### src/rtl/cnn_pkg.sv
`default_nettype none
// +--------------------------------------------------------------------+
// | cnn_pkg : shared constants, FSM state type and helpers for the     |
// | result-path packer.                          Revision: 1.0         |
// +--------------------------------------------------------------------+
package cnn_pkg;

    localparam int CFG_RLT_DEPTH = 20;
    localparam int CFG_RLT_COUNT = 21;

    typedef enum logic [0:0] {
        IDLE = 1'b0,
        SEND = 1'b1
    } rlt_state_t;

    function automatic int lanes_per_beat(input int str_w, input int img_w);
        return str_w / img_w;
    endfunction

endpackage
`default_nettype wire

### src/rtl/cnn_rlt_lane_sel.sv
`default_nettype none
// +--------------------------------------------------------------------+
// | cnn_rlt_lane_sel : picks the channels of one output beat from the  |
// | held result word, zeroing channels at or beyond the active depth.  |
// |                                              Revision: 1.0         |
// +--------------------------------------------------------------------+
module cnn_rlt_lane_sel #(
    parameter int IMG_WIDTH     = 16,
    parameter int DEPTH_NB      = 16,
    parameter int STR_RLT_WIDTH = 64,
    parameter int BEAT_W        = 2,
    parameter int DEP_W         = 5
) (
    input  logic [IMG_WIDTH*DEPTH_NB-1:0] word_i,
    input  logic [BEAT_W-1:0]             beat_i,
    input  logic [DEP_W-1:0]              depth_i,
    output logic [STR_RLT_WIDTH-1:0]      beat_o
);
    import cnn_pkg::*;

    localparam int LANES = lanes_per_beat(STR_RLT_WIDTH, IMG_WIDTH);
    localparam int CH_W  = (DEPTH_NB > 1) ? $clog2(DEPTH_NB) : 1;

    logic [IMG_WIDTH-1:0] w_chan [DEPTH_NB];

    generate
        for (genvar k = 0; k < DEPTH_NB; k++) begin : g_chan
            assign w_chan[k] = word_i[k*IMG_WIDTH +: IMG_WIDTH];
        end

        for (genvar j = 0; j < LANES; j++) begin : g_lane
            logic [31:0]          w_ch;
            logic [IMG_WIDTH-1:0] w_lane;

            assign w_ch = 32'(beat_i) * 32'(LANES) + 32'(j);

            // The depth guard also covers lanes past the last physical channel.
            always_comb begin
                w_lane = '0;
                if (w_ch < 32'(depth_i) && w_ch < 32'(DEPTH_NB)) begin
                    w_lane = w_chan[w_ch[CH_W-1:0]];
                end
            end

            assign beat_o[j*IMG_WIDTH +: IMG_WIDTH] = w_lane;
        end
    endgenerate

endmodule
`default_nettype wire

### src/rtl/cnn_rlt_pack.sv
`default_nettype none
// +--------------------------------------------------------------------+
// | cnn_rlt_pack : packs the first D channels of each result word into |
// | stream beats and flags the frame end after N words.                |
// | Optional macro CNN_RLT_RELU_EN rectifies channels at capture.      |
// |                                              Revision: 1.0         |
// +--------------------------------------------------------------------+
module cnn_rlt_pack #(
    parameter int CFG_DWIDTH    = 32,
    parameter int CFG_AWIDTH    = 5,
    parameter int IMG_WIDTH     = 16,
    parameter int DEPTH_NB      = 16,
    parameter int STR_RLT_WIDTH = 64,
    parameter int CFG_RLT_DEPTH = cnn_pkg::CFG_RLT_DEPTH,
    parameter int CFG_RLT_COUNT = cnn_pkg::CFG_RLT_COUNT,
    parameter int CNT_WIDTH     = 24
) (
    input  logic                          clk,
    input  logic                          rst,
    input  logic [CFG_DWIDTH-1:0]         cfg_data,
    input  logic [CFG_AWIDTH-1:0]         cfg_addr,
    input  logic                          cfg_valid,
    input  logic [IMG_WIDTH*DEPTH_NB-1:0] result_bus,
    input  logic                          result_val,
    output logic                          result_rdy,
    output logic [STR_RLT_WIDTH-1:0]      str_rlt_bus,
    output logic                          str_rlt_last,
    output logic                          str_rlt_val,
    input  logic                          str_rlt_rdy,
    output logic [CNT_WIDTH-1:0]          frame_words
);
    import cnn_pkg::*;

    localparam int LANES     = lanes_per_beat(STR_RLT_WIDTH, IMG_WIDTH);
    localparam int MAX_BEATS = (DEPTH_NB + LANES - 1) / LANES;
    localparam int BEAT_W    = (MAX_BEATS > 1) ? $clog2(MAX_BEATS) : 1;
    localparam int DEP_W     = $clog2(DEPTH_NB + 1);
    localparam int WORD_W    = IMG_WIDTH * DEPTH_NB;

    rlt_state_t            state_q;
    logic [WORD_W-1:0]     word_q;
    logic [DEP_W-1:0]      cfg_depth_q;
    logic [DEP_W-1:0]      depth_q;
    logic [DEP_W-1:0]      depth_d;
    logic [CNT_WIDTH-1:0]  cfg_count_q;
    logic [CNT_WIDTH-1:0]  count_q;
    logic [CNT_WIDTH-1:0]  frame_words_q;
    logic [CNT_WIDTH-1:0]  frame_words_d;
    logic [BEAT_W-1:0]     beat_q;
    logic [BEAT_W-1:0]     beats_m1_q;
    logic [BEAT_W-1:0]     beats_m1_d;

    logic [WORD_W-1:0]        w_cap_word;
    logic [STR_RLT_WIDTH-1:0] w_sel;
    logic [CNT_WIDTH-1:0]     w_fw_inc;
    logic                     w_depth_wr;
    logic                     w_count_wr;
    logic                     w_last_beat;
    logic                     w_beat_done;
    logic                     w_frame_hit;
    logic                     w_accept;

    assign w_depth_wr = cfg_valid && (cfg_addr == CFG_AWIDTH'(CFG_RLT_DEPTH));
    assign w_count_wr = cfg_valid && (cfg_addr == CFG_AWIDTH'(CFG_RLT_COUNT));

    always_comb begin
        depth_d = DEP_W'(DEPTH_NB);
        if (cfg_data != '0 && cfg_data <= CFG_DWIDTH'(DEPTH_NB)) begin
            depth_d = cfg_data[DEP_W-1:0];
        end
    end

    // Beat count derives from the live depth register because it is sampled at capture.
    assign beats_m1_d = BEAT_W'((32'(cfg_depth_q) + 32'(LANES) - 32'd1) / 32'(LANES) - 32'd1);

    assign w_last_beat = (state_q == SEND) && (beat_q == beats_m1_q);
    assign w_beat_done = w_last_beat && str_rlt_rdy;
    assign w_fw_inc    = frame_words_q + CNT_WIDTH'(1);
    assign w_frame_hit = (count_q != '0) && (w_fw_inc == count_q);
    assign frame_words_d = w_frame_hit ? '0 : w_fw_inc;

    assign result_rdy = (state_q == IDLE) || w_beat_done;
    assign w_accept   = result_val && result_rdy;

`ifdef CNN_RLT_RELU_EN
    generate
        for (genvar k = 0; k < DEPTH_NB; k++) begin : g_relu
            assign w_cap_word[k*IMG_WIDTH +: IMG_WIDTH] =
                result_bus[(k+1)*IMG_WIDTH-1] ? '0 : result_bus[k*IMG_WIDTH +: IMG_WIDTH];
        end
    endgenerate
`else
    assign w_cap_word = result_bus;
`endif

    cnn_rlt_lane_sel #(
        .IMG_WIDTH     (IMG_WIDTH),
        .DEPTH_NB      (DEPTH_NB),
        .STR_RLT_WIDTH (STR_RLT_WIDTH),
        .BEAT_W        (BEAT_W),
        .DEP_W         (DEP_W)
    ) u_lane_sel (
        .word_i  (word_q),
        .beat_i  (beat_q),
        .depth_i (depth_q),
        .beat_o  (w_sel)
    );

    always_ff @(posedge clk) begin
        if (!rst) begin
            state_q       <= IDLE;
            word_q        <= '0;
            cfg_depth_q   <= DEP_W'(DEPTH_NB);
            depth_q       <= DEP_W'(DEPTH_NB);
            cfg_count_q   <= '0;
            count_q       <= '0;
            frame_words_q <= '0;
            beat_q        <= '0;
            beats_m1_q    <= '0;
        end else begin
            if (w_depth_wr) begin
                cfg_depth_q <= depth_d;
            end
            if (w_count_wr) begin
                cfg_count_q <= CNT_WIDTH'(cfg_data);
            end

            if (w_accept) begin
                word_q     <= w_cap_word;
                depth_q    <= cfg_depth_q;
                count_q    <= cfg_count_q;
                beats_m1_q <= beats_m1_d;
                beat_q     <= '0;
            end

            case (state_q)
                IDLE: begin
                    if (w_accept) begin
                        state_q <= SEND;
                    end
                end
                SEND: begin
                    if (str_rlt_rdy) begin
                        if (beat_q == beats_m1_q) begin
                            if (!w_accept) begin
                                state_q <= IDLE;
                            end
                        end else begin
                            beat_q <= beat_q + BEAT_W'(1);
                        end
                    end
                end
                default: state_q <= IDLE;
            endcase

            // A count rewrite restarts the frame even if a word completes this cycle.
            if (w_count_wr) begin
                frame_words_q <= '0;
            end else if (w_beat_done) begin
                frame_words_q <= frame_words_d;
            end
        end
    end

    assign str_rlt_val  = (state_q == SEND);
    assign str_rlt_bus  = str_rlt_val ? w_sel : '0;
    assign str_rlt_last = w_last_beat && w_frame_hit;
    assign frame_words  = frame_words_q;

endmodule
`default_nettype wire

### config.mk
export PLATFORM = sky130hd
export DESIGN_NAME = cnn_rlt_pack
export DESIGN_NICKNAME = d
export VERILOG_FILES = /design/src/rtl/cnn_pkg.sv /design/src/rtl/cnn_rlt_lane_sel.sv /design/src/rtl/cnn_rlt_pack.sv
export SDC_FILE = /design/constraint.sdc
export NUM_CORES = 1
export LEC_CHECK = 0
export CAP_MARGIN = 20
export CORE_ASPECT_RATIO = 1.2
export CORE_UTILIZATION = 50
export CTS_CLUSTER_DIAMETER = 120
export DETAILED_ROUTE_END_ITERATION = 10
export PLACE_DENSITY = 0.81
export SYNTH_ARGS = -nofsm -noshare
export SYNTH_HDL_FRONTEND = slang
export SYNTH_SLANG_ARGS = --single-unit
### constraint.sdc
create_clock -name clk -period 5.35 [get_ports clk]
set_clock_uncertainty 0.15 [all_clocks]
set_input_delay 1.605 -clock clk [delete_from_list [all_inputs] [get_ports clk]]
set_output_delay 1.605 -clock clk [all_outputs]
set_load 0.05 [all_outputs]
==> impl_metrics.json <==
{
  "status": "finished, final reports clean",
  "crit_type": "flop to output port",
  "cts-root-buf": "clkbuf_16",
  "rows": 71,
  "required_ns": 3.60,
  "final_cell_area_um2": 21430,
  "yosysTopAreaCell": "dfxtp_1",
  "final_hold_viol_count": 0,
  "clock_path_buffers": 3,
  "maxCapViolCount": 0,
  "track_usage_pct": 28.40,
  "power.leakage_nw": 7.749,
  "ys_types": 63,
  "holdPathStages": 2,
  "max_freq_mhz": 193.3,
  "worstPathMaxFanout": 7,
  "clock_latency_ns": 0.51,
  "ys_ff_latch": 343,
  "cts-buffers-inserted": 36,
  "hold_start": "cfg_count_q[2]",
  "reg2regPathDepth": 9,
  "met2_length_um": 23280,
  "fin_cells": 2570,
  "die_width_um": 165.2,
  "grt_setup_unrepaired": "false",
  "worstPathCellList": "nand3_1 -> nor4_1 -> and2_1 -> a41oi_1 -> nand3_1 -> o2111ai_2 -> nor2_1 -> buf_12",
  "wirelength_um": 47000,
  "syn_area_um2": 15980,
  "grt-ovfl-total": 0,
  "syn_inst": 1819,
  "post-place-ws_ns": 0.6114,
  "r2r_start": "frame_words[6]",
  "synthArstFlopShare_pct": 0,
  "io_pins": 389,
  "start_kind": "flop",
  "ys.flop_type": "dfxtp_1",
  "hold_buffers": 0,
  "drt.antenna.violating_nets": 0,
  "worstMarginPinSlew_ns": 0.9097,
  "placedInstanceArea_um2": 20070,
  "grt_max_degree": 189,
  "crit_family": "simple AND/OR/NAND/NOR gates",
  "setup_tns_ns": 0,
  "relSlewSlack_pct": 38.79,
  "wl_met3_um": 3142,
  "routedWlPerCell_um": 18.29,
  "critPathMostFrequentCell": "nand3_1",
  "drc": 0,
  "grt_pass1_vias": 13510,
  "routabilityCongestion": 0.9428,
  "antenna_found_initial": 11,
  "start_util_pct": 50.96,
  "critical_path_buf_inv_count": 1,
  "port_buffers": 388,
  "h-tree-depth": 2,
  "hold_end": "count_q[2]",
  "synth.yosys.seq_area_share_pct": 42.97,
  "yosys_warnings": 0,
  "die_area_um2": 32680,
  "grt_pass1_wl_um": 72300,
  "period_minus_slack_ns": 5.174,
  "area_delta_synth_final_pct": 34.07,
  "cts_sinks": 343,
  "num_vias": 13860,
  "setup_ws_ns": 0.1762,
  "end_kind": "output port",
  "regToRegSetupSlack_ns": 1.85,
  "slowest_stage": "nor4_1",
  "synth_top_area_share_pct": 42.97,
  "drt-initial-drc-count": 846,
  "synth_nets": 2122,
  "vdd_drop_max_v": 0.0002297,
  "powerDensity_nw_per_um2": 289.6,
  "viasPerCell": 5.395,
  "cp_data_arrival_time_ns": 3.42,
  "drv_slew": 0,
  "max_stage_delay_ns": 0.85,
  "hpwl_um": 32760,
  "ys_top_cells_by_area": "dfxtp_1, nand2_1, a21boi_0, mux4_2, nor2b_1",
  "dp_cells": 2491,
  "die_height_um": 197.8,
  "drt-met1-wl_um": 18960,
  "nets": 2434,
  "layout-drive-gt1-share_pct": 7.735,
  "cts_tree": "yes",
  "fin_crit_sh_pct": 96.71,
  "routed.top_layer": "met4",
  "clk_pin_slew_worst_paths_ns": 0.06,
  "synth_enable_flop_cells": 0,
  "finalSetupViolations": 0,
  "r2r-end": "frame_words[23]",
  "core_area_um2": 31360,
  "drtPass1Iterations": 5,
  "avgSynthCellArea_um2": 8.785,
  "worstHoldPathType": "flop to flop",
  "critPathLaunch": "frame_words[6]"
}
worst max-delay path by stage:
| stage | depth (start not counted) | endpoint | slack, ns |
|---|---|---|---|
| global route | 8 | str_rlt_last | 0.01 |
| finish | 8 | str_rlt_last | 0.18 |
| global placement | 8 | str_rlt_last | 0.69 |
| floorplan | 9 | str_rlt_last | 0.13 |
| CTS | 8 | str_rlt_last | 0.05 |
| detailed placement | 8 | str_rlt_last | 0.61 |
metal layers:
metal	GRT usage (%)	vias up
li1	-	6805
met1	34.01	6533
met2	49.09	435
met3	5.802	91
met4	11.62	0
met5	0	-
through the flow:
| step | total power, W | util, % | hold WS, ns |
|---|---|---|---|
| 4_1_cts | 0.006244 | 68.08 | 0.3143 |
| 6_report | 0.006206 | 68.32 | 0.3063 |
| 2_1_floorplan | 0.003208 | - | 0.2902 |
| 3_5_place_dp | 0.003590 | 63.99 | 0.3075 |
| 3_3_place_gp | 0.003570 | 63.99 | 0.2956 |
| 5_1_grt | 0.006436 | 68.32 | 0.3292 |
area by class of cell:
cell class,instances,area (um^2)
sequential,343,6877
tap,401,501.7
multi-input combinational,1327,8548
clock inverter,12,183.9
antenna,10,25.02
timing repair buffer,410,4140
fill,2500,9933
inverter,13,48.80
clock buffer,54,1101
flip-flops by register name, indices dropped and copies added, names as in the netlist, 2 cells and up:
register	flops
frame_words	24
beats_m1_q	2
cfg_depth_q	5
cfg_count_q	24
word_q	256
count_q	24
beat_q	2
depth_q	5
report_power, final:
part           switching, W  internal (W)
sequential        0.0000681       0.00268
combinational      0.000384      0.000404
clock               0.00104       0.00163
total               0.00149       0.00471
Yosys cell counts (2+ instances only):
cell type    n
or4_1        3
a22oi_1      4
nor4b_1      2
a21boi_0   287
a21oi_1      6
nor3b_1      2
nor3_1       9
xor2_1      22
or3_1        4
nand4_1     13
and3_1       3
nand2_1    598
mux4_2      64
and2_1       5
mux2i_1     28
nand4b_1     3
xnor2_1     29
buf_4        2
inv_1       13
and4_1       6
nand3_1     21
clkbuf_1   116
buf_1       10
o211ai_1     3
mux2_2       2
or2_2        3
buf_6        2
nor2_1      35
o21ai_0     11
ha_1         5
a31oi_1     11
dfxtp_1    343
nor4_4       2
nor2b_1     94
nand3b_1     2
o21a_1       3
nor4bb_1     2
buf_2        5
nor4_1      22
cell usage in the layout (no fill, tap or decap), types with 22 or more instances in the layout:
cell	synthesis	layout
nor2_1	35	35
xnor2_1	29	29
nor2b_1	94	94
nand2_1	598	597
clkdlybuf4s50_1	0	385
nor4_1	22	22
mux4_2	64	64
clkbuf_16	0	38
mux2i_1	28	28
xor2_1	22	22
a21boi_0	287	287
dfxtp_1	343	339
worst register-to-register path, delay by kind of cell, from the launching register on:
kind / cells / cell delay [ns]
AOI/OAI and AO/OA: 3 / 0.72
buffers and inverters: 1 / 0.23
DFF: 1 / 0.56
and+or+nand+nor: 5 / 1.71
what timing repair did:
item / CTS / global route
buffers inserted: 0 / 2
setup endpoints to repair: 0 / 1
gates resized for setup: 0 / 3
logic make-up (layout without fill, tap and decap cells):
logic type | Yosys count | after routing | synth area share [%]
simple gates | 834 | 834 | 23.14
flops | 343 | 343 | 42.97
compound gates | 342 | 342 | 15.96
buf+inv | 149 | 489 | 3.688
mux | 94 | 94 | 10.91
xor+xnor | 52 | 52 | 2.936
fa+ha+maj | 5 | 5 | 0.3915
other cells | 0 | 10 | 0
Note: power is estimated with default switching activity, not from simulation.
